File: config.mk
export PLATFORM = sky130hd
export DESIGN_NAME = sdc_wb_regbank
export DESIGN_NICKNAME = d
export VERILOG_FILES = /design/src/rtl/sdc_wb_regbank.sv
export SDC_FILE = /design/constraint.sdc
export NUM_CORES = 1
export LEC_CHECK = 0
export BUFFER_PORTS_ARGS = -buffer_cell sky130_fd_sc_hd__buf_2
export CORE_ASPECT_RATIO = 1.2
export CORE_MARGIN = 2
export CORE_UTILIZATION = 26
export CTS_CLUSTER_DIAMETER = 200
export CTS_CLUSTER_SIZE = 28
export DETAILED_ROUTE_END_ITERATION = 12
export PLACE_DENSITY_LB_ADDON = 0.2
export SYNTH_ARGS = -nofsm -noshare
export SYNTH_HDL_FRONTEND = slang
export SYNTH_SLANG_ARGS = --single-unit
File: constraint.sdc
create_clock -name wb_clk_i -period 16.3 [get_ports wb_clk_i]
set_input_delay 3.26 -clock wb_clk_i [delete_from_list [all_inputs] [get_ports wb_clk_i]]
set_output_delay 3.26 -clock wb_clk_i [all_outputs]
set_load 0.01 [all_outputs]
File: src/rtl/sdc_wb_regbank.sv
// WISHBONE register bank for the SD card controller: byte-lane writes, error responses
// for unmapped or busy-blocked accesses, sticky W1C interrupt status and start pulses.
module sdc_wb_regbank #(
  parameter int ADDR_W           = 8,
  parameter int BLKSIZE_W        = 12,
  parameter int BLKCNT_W         = 16,
  parameter int NUM_CMD_INT      = 5,
  parameter int NUM_DATA_INT     = 3,
  parameter int RESET_BLOCK_SIZE = 512,
  parameter int RESET_CLK_DIV    = 0
) (
  input  logic                    wb_clk_i,
  input  logic                    wb_rst_i,
  input  logic [ADDR_W-1:0]       wb_adr_i,
  input  logic [31:0]             wb_dat_i,
  input  logic [3:0]              wb_sel_i,
  input  logic                    wb_we_i,
  input  logic                    wb_cyc_i,
  input  logic                    wb_stb_i,
  output logic [31:0]             wb_dat_o,
  output logic                    wb_ack_o,
  output logic                    wb_err_o,
  input  logic                    cmd_busy_i,
  input  logic                    data_busy_i,
  input  logic [NUM_CMD_INT-1:0]  cmd_int_set_i,
  input  logic [NUM_DATA_INT-1:0] data_int_set_i,
  input  logic [127:0]            response_i,
  output logic [31:0]             argument_o,
  output logic [13:0]             command_o,
  output logic                    software_reset_o,
  output logic [15:0]             timeout_o,
  output logic [15:0]             controll_setting_o,
  output logic [7:0]              clock_divider_o,
  output logic [BLKSIZE_W-1:0]    block_size_o,
  output logic [BLKCNT_W-1:0]     block_count_o,
  output logic [31:0]             dma_addr_o,
  output logic                    cmd_start_o,
  output logic                    data_start_rx_o,
  output logic                    data_start_tx_o,
  output logic                    int_cmd_o,
  output logic                    int_data_o
);

  typedef enum logic [4:0] {
    R_NONE, R_ARG, R_CMD, R_RSP0, R_RSP1, R_RSP2, R_RSP3, R_CTRL, R_TMO, R_CDIV, R_RST,
    R_VOLT, R_CAPS, R_CISR, R_CISER, R_DISR, R_DISER, R_BSIZE, R_BCNT, R_DST, R_SRC
  } reg_e;

  logic [31:0]             r_argument, r_dma, r_dat;
  logic [13:0]             r_command;
  logic [15:0]             r_controll, r_timeout;
  logic [7:0]              r_clk_div;
  logic                    r_sw_reset, r_ack, r_err;
  logic                    r_cmd_start, r_rx_start, r_tx_start, r_int_cmd, r_int_data;
  logic [BLKSIZE_W-1:0]    r_blk_size;
  logic [BLKCNT_W-1:0]     r_blk_cnt;
  logic [NUM_CMD_INT-1:0]  r_cmd_isr, r_cmd_iser, w_cmd_clr;
  logic [NUM_DATA_INT-1:0] r_data_isr, r_data_iser, w_data_clr;

  reg_e        w_reg;
  logic [31:0] w_adr, w_rdata, w_mask, w_wdat;
  logic        w_req, w_busy_block, w_fault, w_wr, w_any_sel;

  assign w_adr = 32'(wb_adr_i);

  // NOTE: every combinational output gets a default first so no latch is inferred.
  always_comb begin
    w_reg = R_NONE;
    if (w_adr[1:0] == 2'b00) begin
      case (w_adr)
        32'h00:  w_reg = R_ARG;
        32'h04:  w_reg = R_CMD;
        32'h08:  w_reg = R_RSP0;
        32'h0C:  w_reg = R_RSP1;
        32'h10:  w_reg = R_RSP2;
        32'h14:  w_reg = R_RSP3;
        32'h1C:  w_reg = R_CTRL;
        32'h20:  w_reg = R_TMO;
        32'h24:  w_reg = R_CDIV;
        32'h28:  w_reg = R_RST;
        32'h2C:  w_reg = R_VOLT;
        32'h30:  w_reg = R_CAPS;
        32'h34:  w_reg = R_CISR;
        32'h38:  w_reg = R_CISER;
        32'h3C:  w_reg = R_DISR;
        32'h40:  w_reg = R_DISER;
        32'h44:  w_reg = R_BSIZE;
        32'h48:  w_reg = R_BCNT;
        32'h60:  w_reg = R_DST;
        32'h80:  w_reg = R_SRC;
        default: w_reg = R_NONE;
      endcase
    end
  end

  always_comb begin
    w_rdata = '0;
    case (w_reg)
      R_ARG:          w_rdata = r_argument;
      R_CMD:          w_rdata = 32'(r_command);
      R_RSP0:         w_rdata = response_i[31:0];
      R_RSP1:         w_rdata = response_i[63:32];
      R_RSP2:         w_rdata = response_i[95:64];
      R_RSP3:         w_rdata = response_i[127:96];
      R_CTRL:         w_rdata = 32'(r_controll);
      R_TMO:          w_rdata = 32'(r_timeout);
      R_CDIV:         w_rdata = 32'(r_clk_div);
      R_RST:          w_rdata = 32'(r_sw_reset);
      R_VOLT:         w_rdata = 32'h0000_000F;
      R_CISR:         w_rdata = 32'(r_cmd_isr);
      R_CISER:        w_rdata = 32'(r_cmd_iser);
      R_DISR:         w_rdata = 32'(r_data_isr);
      R_DISER:        w_rdata = 32'(r_data_iser);
      R_BSIZE:        w_rdata = 32'(r_blk_size);
      R_BCNT:         w_rdata = 32'(r_blk_cnt);
      R_DST, R_SRC:   w_rdata = r_dma;
      default:        w_rdata = '0;
    endcase
  end

  // Merge against the current (zero-extended) value so unselected lanes keep their contents.
  assign w_mask    = {{8{wb_sel_i[3]}}, {8{wb_sel_i[2]}}, {8{wb_sel_i[1]}}, {8{wb_sel_i[0]}}};
  assign w_wdat    = (w_rdata & ~w_mask) | (wb_dat_i & w_mask);
  assign w_any_sel = |wb_sel_i;

  assign w_req        = wb_cyc_i & wb_stb_i & ~r_ack & ~r_err;
  assign w_busy_block = wb_we_i & ((cmd_busy_i & (w_reg inside {R_ARG, R_CMD})) |
                                   (data_busy_i & (w_reg inside {R_DST, R_SRC, R_BCNT})));
  assign w_fault      = (w_reg == R_NONE) | w_busy_block;
  assign w_wr         = w_req & wb_we_i & ~w_fault;

  assign w_cmd_clr  = (w_wr && w_reg == R_CISR) ?
                      (wb_dat_i[NUM_CMD_INT-1:0] & w_mask[NUM_CMD_INT-1:0]) : '0;
  assign w_data_clr = (w_wr && w_reg == R_DISR) ?
                      (wb_dat_i[NUM_DATA_INT-1:0] & w_mask[NUM_DATA_INT-1:0]) : '0;

  // NOTE: sequential state uses non-blocking assignments so every register samples pre-edge values.
  always_ff @(posedge wb_clk_i or posedge wb_rst_i) begin
    if (wb_rst_i) begin
      r_ack       <= 1'b0;
      r_err       <= 1'b0;
      r_dat       <= '0;
      r_argument  <= '0;
      r_command   <= '0;
      r_controll  <= '0;
      r_timeout   <= '0;
      r_clk_div   <= 8'(RESET_CLK_DIV);
      r_sw_reset  <= 1'b0;
      r_blk_size  <= BLKSIZE_W'(RESET_BLOCK_SIZE);
      r_blk_cnt   <= '0;
      r_dma       <= '0;
      r_cmd_iser  <= '0;
      r_data_iser <= '0;
      r_cmd_isr   <= '0;
      r_data_isr  <= '0;
      r_cmd_start <= 1'b0;
      r_rx_start  <= 1'b0;
      r_tx_start  <= 1'b0;
      r_int_cmd   <= 1'b0;
      r_int_data  <= 1'b0;
    end else begin
      r_ack       <= w_req & ~w_fault;
      r_err       <= w_req & w_fault;
      r_dat       <= (w_req & ~w_fault) ? w_rdata : '0;
      r_cmd_start <= w_wr & w_any_sel & (w_reg == R_ARG);
      r_rx_start  <= w_wr & w_any_sel & (w_reg == R_DST);
      r_tx_start  <= w_wr & w_any_sel & (w_reg == R_SRC);
      if (w_wr) begin
        case (w_reg)
          R_ARG:        r_argument  <= w_wdat;
          R_CMD:        r_command   <= w_wdat[13:0];
          R_CTRL:       r_controll  <= w_wdat[15:0];
          R_TMO:        r_timeout   <= w_wdat[15:0];
          R_CDIV:       r_clk_div   <= w_wdat[7:0];
          R_RST:        r_sw_reset  <= w_wdat[0];
          R_CISER:      r_cmd_iser  <= w_wdat[NUM_CMD_INT-1:0];
          R_DISER:      r_data_iser <= w_wdat[NUM_DATA_INT-1:0];
          R_BSIZE:      r_blk_size  <= w_wdat[BLKSIZE_W-1:0];
          R_BCNT:       r_blk_cnt   <= w_wdat[BLKCNT_W-1:0];
          R_DST, R_SRC: r_dma       <= w_wdat;
          default:      ;
        endcase
      end
      // Set wins over a same-cycle clear; software reset pins both status registers low.
      r_cmd_isr  <= r_sw_reset ? '0 : ((r_cmd_isr & ~w_cmd_clr) | cmd_int_set_i);
      r_data_isr <= r_sw_reset ? '0 : ((r_data_isr & ~w_data_clr) | data_int_set_i);
      r_int_cmd  <= |(r_cmd_isr & r_cmd_iser);
      r_int_data <= |(r_data_isr & r_data_iser);
    end
  end

  assign wb_dat_o           = r_dat;
  assign wb_ack_o           = r_ack;
  assign wb_err_o           = r_err;
  assign argument_o         = r_argument;
  assign command_o          = r_command;
  assign software_reset_o   = r_sw_reset;
  assign timeout_o          = r_timeout;
  assign controll_setting_o = r_controll;
  assign clock_divider_o    = r_clk_div;
  assign block_size_o       = r_blk_size;
  assign block_count_o      = r_blk_cnt;
  assign dma_addr_o         = r_dma;
  assign cmd_start_o        = r_cmd_start;
  assign data_start_rx_o    = r_rx_start;
  assign data_start_tx_o    = r_tx_start;
  assign int_cmd_o          = r_int_cmd;
  assign int_data_o         = r_int_data;

endmodule
# [Word-level counts from Yosys, hierarchy flattened]
# Cells that the tools add are included.
[op_classes] n_addsub=0 n_mul=0 div_mod_pow=0 n_lt_le_gt_ge=0 n_eq_ne=38 shift=0 mux=8 bitwise=33 reduce_logical=22
[ops] cell="32-bit one-hot mux with 18 select lines" n=1
[ops] cell="5-bit one-hot mux with 20 select lines" n=1
[ops] cell="32-bit AND" n=2
[ops] cell="8-bit by 6-bit equality test with 1-bit output, second input constant" n=8
[ops] cell="5-bit by 4-bit equality test with 1-bit output, second input constant" n=7
[ops] cell="8-bit by 7-bit equality test with 1-bit output, second input constant" n=4
[ops] cell="32-bit zero test" n=1
[ops] cell="32-bit two-way mux" n=1
[ops] cell="32-bit inverter" n=1
[ops] cell="32-bit OR" n=1
[ops] cell="5-bit equality test, second input constant" n=5
[ops] cell="8-bit by 5-bit equality test with 1-bit output, second input constant" n=3
[ops] cell="2-bit AND reduction" n=11
[ops] cell="5-bit by 3-bit equality test with 1-bit output, second input constant" n=4
[ops] cell="8-bit by 4-bit equality test with 1-bit output, second input constant" n=2
[ops] cell="5-bit AND" n=3
[ops] cell="5-bit two-way mux" n=3
[ops] cell="1-bit AND" n=14
[ops] cell="5-bit by 2-bit equality test with 1-bit output, second input constant" n=2
[ops] cell="3-bit AND" n=3
[ops] cell="8-bit by 3-bit equality test with 1-bit output, second input constant" n=1
[ops] cell="8-bit equality test, second input constant" n=1
[ops] cell="3-bit two-way mux" n=2
[ops] cell="5-bit by 1-bit equality test with 1-bit output, second input constant" n=1
[ops] cell="other kinds (15)" n=19
[word_totals] ff_bits=202 latch_bits=0 mem_bits_rw=0 romBits=0 inputBits=187 out_inout_bits=186 wordCells=122 mem_count=0

# [Longest topological paths before layout]
[logic_depth] word_depth=17 ltp_mapped=12 mapped_depth_nobuf=8

# [Worst setup path before layout]
# No wires, ideal clock.
[synth_path] path_kind="input-to-reg" from="input port wb_adr_i[4]" to="register r_argument[5], in the netlist argument_o[5]" setup_time_ns=0.136 t_arrival_ns=5.368 required_ns=16.164 path_slack_ns=10.796 path_stages=11 n_path_buf=4 cell_sequence="buf_2 > nor4b_2 > a22o_1 > or2_1 > buf_6 > nand2_4 > or4_1 > buf_2 > buf_2 > nand2_1 > o21ai_1"
[synth_via] elab_chain_cells=12 word_cells_on_any_way=56 classes_between="eq/ne: 38; mux: 3; bitwise: 9; reduce/logical: 6"
[synth_rtl] element="from (decl)" line_no="14" source="input logic [ADDR_W-1:0] wb_adr_i,"
[synth_rtl] element="32-bit zero test (tied with other cells)" line_no="70" source="case (w_adr)"
[synth_rtl] element="5-bit one-hot mux with 20 select lines *" line_no="70"
[synth_rtl] element="5-bit two-way mux *" line_no="69" source="if (w_adr[1:0] == 2'b00) begin"
[synth_rtl] element="5-bit equality test (tied with other cells)" line_no="98, 128"
[synth_rtl] element="3-bit nonzero test / 2-bit nonzero test (equally long branches)" line_no="128, 127"
[synth_rtl] element="1-bit AND, on equally long branches" line_no="128, 127"
[synth_rtl] element="1-bit OR" line_no="127" source="assign w_busy_block = wb_we_i & ((cmd_busy_i & (w_reg inside {R_ARG, R_CMD})) |"
[synth_rtl] element="1-bit AND" line_no="127"
[synth_rtl] element="1-bit OR" line_no="129" source="assign w_fault = (w_reg == R_NONE) | w_busy_block;"
[synth_rtl] element="1-bit inverter" line_no="130" source="assign w_wr = w_req & wb_we_i & ~w_fault;"
[synth_rtl] element="1-bit AND" line_no="130"
[synth_rtl] element="2-bit AND reduction (no line)"
[synth_rtl] element="to (signal assigned)" line_no="170" source="R_ARG: r_argument <= w_wdat;"
[synth_rtl] element="to (decl)" line_no="49" source="logic [31:0] r_argument, r_dma, r_dat;"
# Mark *: on every way between the ends. The rest lies on a longest branch, timed or not.
# A chain may end at the register's enable or synchronous reset.

# [Worst setup path after layout]
[layout_path] from="input port wb_adr_i[2]" to="register r_timeout[2], in the netlist timeout_o[2]"
[layout_via] elab_chain_cells=12 word_cells_on_any_way=56 classes_between="eq/ne: 38; mux: 3; bitwise: 9; reduce/logical: 6"
[layout_rtl] element="32-bit zero test (tied with other cells)" line_no="70"
[layout_rtl] element="5-bit one-hot mux with 20 select lines *" line_no="70"
[layout_rtl] element="5-bit two-way mux *" line_no="69"
[layout_rtl] element="5-bit equality test (tied with other cells)" line_no="98, 128"
[layout_rtl] element="3-bit nonzero test / 2-bit nonzero test (equally long branches)" line_no="128, 127"
[layout_rtl] element="1-bit AND, on equally long branches" line_no="128, 127"
[layout_rtl] element="1-bit OR" line_no="127"
[layout_rtl] element="1-bit AND" line_no="127"
[layout_rtl] element="1-bit OR" line_no="129"
[layout_rtl] element="1-bit inverter" line_no="130"
[layout_rtl] element="1-bit AND" line_no="130"
[layout_rtl] element="2-bit AND reduction (no line)"
[layout_rtl] element="to (signal assigned)" line_no="173" source="R_TMO: r_timeout <= w_wdat[15:0];"
[layout_rtl] element="to (decl)" line_no="51" source="logic [15:0] r_controll, r_timeout;"
# Marks and branches as above.

==> flow_summary.ini <==
[outcome]
status = complete, no violations

[synthesis]
async_flop_share = 1.00
synth.avg_cell_area_um2 = 9.30
synth_edf_count = 0
synth_compound_area_frac = 0.255
synthAdderAreaFrac = 0
yosysUniqueCellTypes = 87
synth_area_leader_cell = dfrtp_1
synth_top_family_by_area = compound AO/OA/AOI/OAI gates
ys_ff_latch = 202
synth.area.mux_share = 0.0254
synth-xor-area-share = 0
synth_area_leaders = dfrtp_1 (47%), nand2_1 (6.9%), o21ai_0 (5.1%)
syn_inst = 1142
ys.flop_type = dfrtp_1
ys_seq_area_frac = 0.476
yosys.area_share.simple = 0.197
synth_nets = 1329
synth_area_mm2 = 0.0106
synth_top_area_share = 0.473
yosysWarnings = 0

[sta]
worst_hold_slack_ps = 519
slew_violations = 0
fmax_mhz = 149
skew_ps = 40.9
rsz0062_at_grt = false
finalCriticalPeriod_ps = 6720
setup_viol = 0
worstMarginPinSlew_ps = 1180
relSlewSlack = 0.210
worst_slack_ps = 9580
setup-tns-final_ps = 0
hold_viol_final = 0
final.period_utilization = 0.412

[worst_setup_path]
worstReg2RegStart = wb_err_o
critical_path_class = primary input to register
startpoint_type = primary input
critical_path_required_ps = 16650
r2r_cells = 6
worstPathCellList = buf_2, nor4_4, buf_4, a22o_1, nor2_1, nand3_2, nor2_4, a221oi_1, a31o_2, o21ai_0
worst_setup_path_end_kind = register
cp_data_arrival_time_ps = 7070
critPathMaxFanout = 28
critical_path.top_delay_family = simple AND/OR/NAND/NOR gates
critPathMaxStageDelay_ps = 840
regToRegSetupSlack_ps = 12510
crit_buf_inv = 2
reg2reg_to = argument_o[17]
crit_slowest_cell = nor2_4

[floorplan]
die_w_um = 189
fp.coreArea_mm2 = 0.0405
die-area_mm2 = 0.0425
fp.dieH_um = 225
pin_count = 373
start_util = 0.262
rows = 81

[layout]
drive_gt1_frac = 0.328
nets = 1647
area.growth.synth_to_final_pct = 24.3
multi_input_area_mm2 = 0.00509
nFillCells = 4376
regArea_mm2 = 0.00506
fin_util = 0.326

[cts]
clk_pin_slew_ps = 120
cts_tree = built
cts_hold_buf = 0
cts_sinks = 202
cts_resized = 0
htreeDepth = 1
clk_latency_ps = 490
cts_root_buffer = clkbuf_16
cts_max_path_buffers = 3
postCtsSetupRepairBufs = 0
cts_inserted_buffers = 11

[place]
place.gp.congestion = 0.882
io_buffers = 372
dpl.hpwl_um = 39100
place_ws_ps = 9110

[power_and_ir_drop]
ir_drop_uv = 49.4
p_leak_nw = 6.29
power_density_mw_per_mm2 = 69.6

[drt]
first_iter_violations = 843
firstDrtPassIters = 5
route.detailed.drc = 0
wire_per_inst_um = 25.9
routed_via_density = 5.37
wl_um = 51800
vias = 10800
drt.antenna.violating_nets = 0

[min_path]
min_path_cells = 2
worstHoldStart = block_size_o[3]
hold_end = block_size_o[3]
worstHoldPathType = register to register

[grt]
antenna_found_initial = 4
grt_pass1_vias = 10700
grtUsageTotal = 0.237
grt_remaining_overflow = 0
grt_max_degree = 75
grt_pass1_wl_um = 74200

[job]
drv_cap = 0
## worst max path at each step
stage          slack [ps]        endpoint        start  depth (start not counted)
2_1_floorplan        7530   argument_o[0]     wb_rst_i                          1
3_3_place_gp         9300  dma_addr_o[14]  wb_adr_i[2]                         10
3_5_place_dp         9110    timeout_o[2]  wb_adr_i[3]                         10
4_1_cts              9580    timeout_o[2]  wb_adr_i[3]                         10
5_1_grt              9270    timeout_o[2]  wb_adr_i[2]                         10
6_report             9580    timeout_o[2]  wb_adr_i[2]                         10
## sequential cells by signal, indices dropped and copies added, names as in the netlist, 3 cells and up
name	count
argument_o	32
dma_addr_o	32
wb_dat_o	32
block_count_o	16
controll_setting_o	16
timeout_o	16
command_o	14
block_size_o	12
clock_divider_o	8
r_cmd_iser	5
r_cmd_isr	5
r_data_iser	3
r_data_isr	3
## worst register-to-register path, cell delays in order (launching register included)
cell	delay, ps
dfrtp_1	490
nor3_1	680
and2_1	520
nand3b_2	370
or4_2	1190
nand2_1	280
o211ai_1	100
## cells by family (layout without fill, tap and decap cells)
kind of cell    after synthesis  in the layout
buf+inv                     100            419
mux                          25             25
compound gates              384            384
simple gates                431            431
flops                       202            202
other cells                   0              4
## per-stage QoR
step,power (mW),instances,cell area [µm²]
after detailed placement,0.618,1986,12900
final,0.920,2004,13200
after floorplan,0.562,1142,10600
after global routing,0.952,2000,13200
after global placement,0.617,1986,12900
after CTS,0.929,2000,13200
## synth_stat cells (9+ instances only)
library cell and instances:
dfrtp_1 201, nand2_1 194, o21ai_0 108, nor2_1 82, a21oi_1 48, a22oi_1 45, nand3_1 43, buf_2 37
o21ai_1 33, clkbuf_1 31, and3_1 23, a221o_1 17, a221oi_1 14, inv_1 14, mux2i_1 13, o211ai_1 13
a221oi_2 12, nor3_1 12, mux2_2 10, o21ai_2 10, o31ai_1 10, a22o_1 9, buf_6 9, nor2b_1 9
## layout by cell type (no fill, tap or decap), drive strengths merged, types with 12 or more instances in the layout
| master | Yosys | layout |
|---|---|---|
| buf | 54 | 390 |
| dfrtp | 201 | 201 |
| nand2 | 196 | 196 |
| o21ai | 151 | 151 |
| nor2 | 87 | 87 |
| a21oi | 48 | 48 |
| a22oi | 46 | 46 |
| nand3 | 44 | 44 |
| a221oi | 26 | 26 |
| and3 | 23 | 23 |
| a221o | 17 | 17 |
| inv | 15 | 15 |
| mux2i | 15 | 15 |
| o31ai | 14 | 14 |
| o211ai | 13 | 13 |
| clkbuf | 31 | 13 |
| nor3 | 12 | 12 |
## area by class of cell
cell class | count | share of cell area
clock buffer | 13 | 0.0214
clock inverter | 1 | 0.00227
timing repair buffer | 390 | 0.151
tap | 539 | 0.0511
sequential | 202 | 0.383
multi-input combinational | 840 | 0.386
inverter | 15 | 0.00483
antenna | 4 | 0.000758
## layer usage
layer,up-vias,GRT usage,part of all wire,wire [µm]
met5,-,0,0.00021,11
met4,2,0.0867,0.039,2040
met3,86,0.0413,0.080,4160
met2,563,0.418,0.50,25900
met1,5305,0.289,0.38,19700
li1,4813,-,-,-
## report_power, final
group          leakage, nW  switching [mW]  internal [mW]  total (mW)
Combinational         3.33          0.0700         0.0327       0.103
Sequential            2.81         0.00242          0.503       0.505
Clock                0.149           0.183          0.129       0.312
Total                 6.29           0.255          0.664       0.920
(Power assumes the default switching activity.)
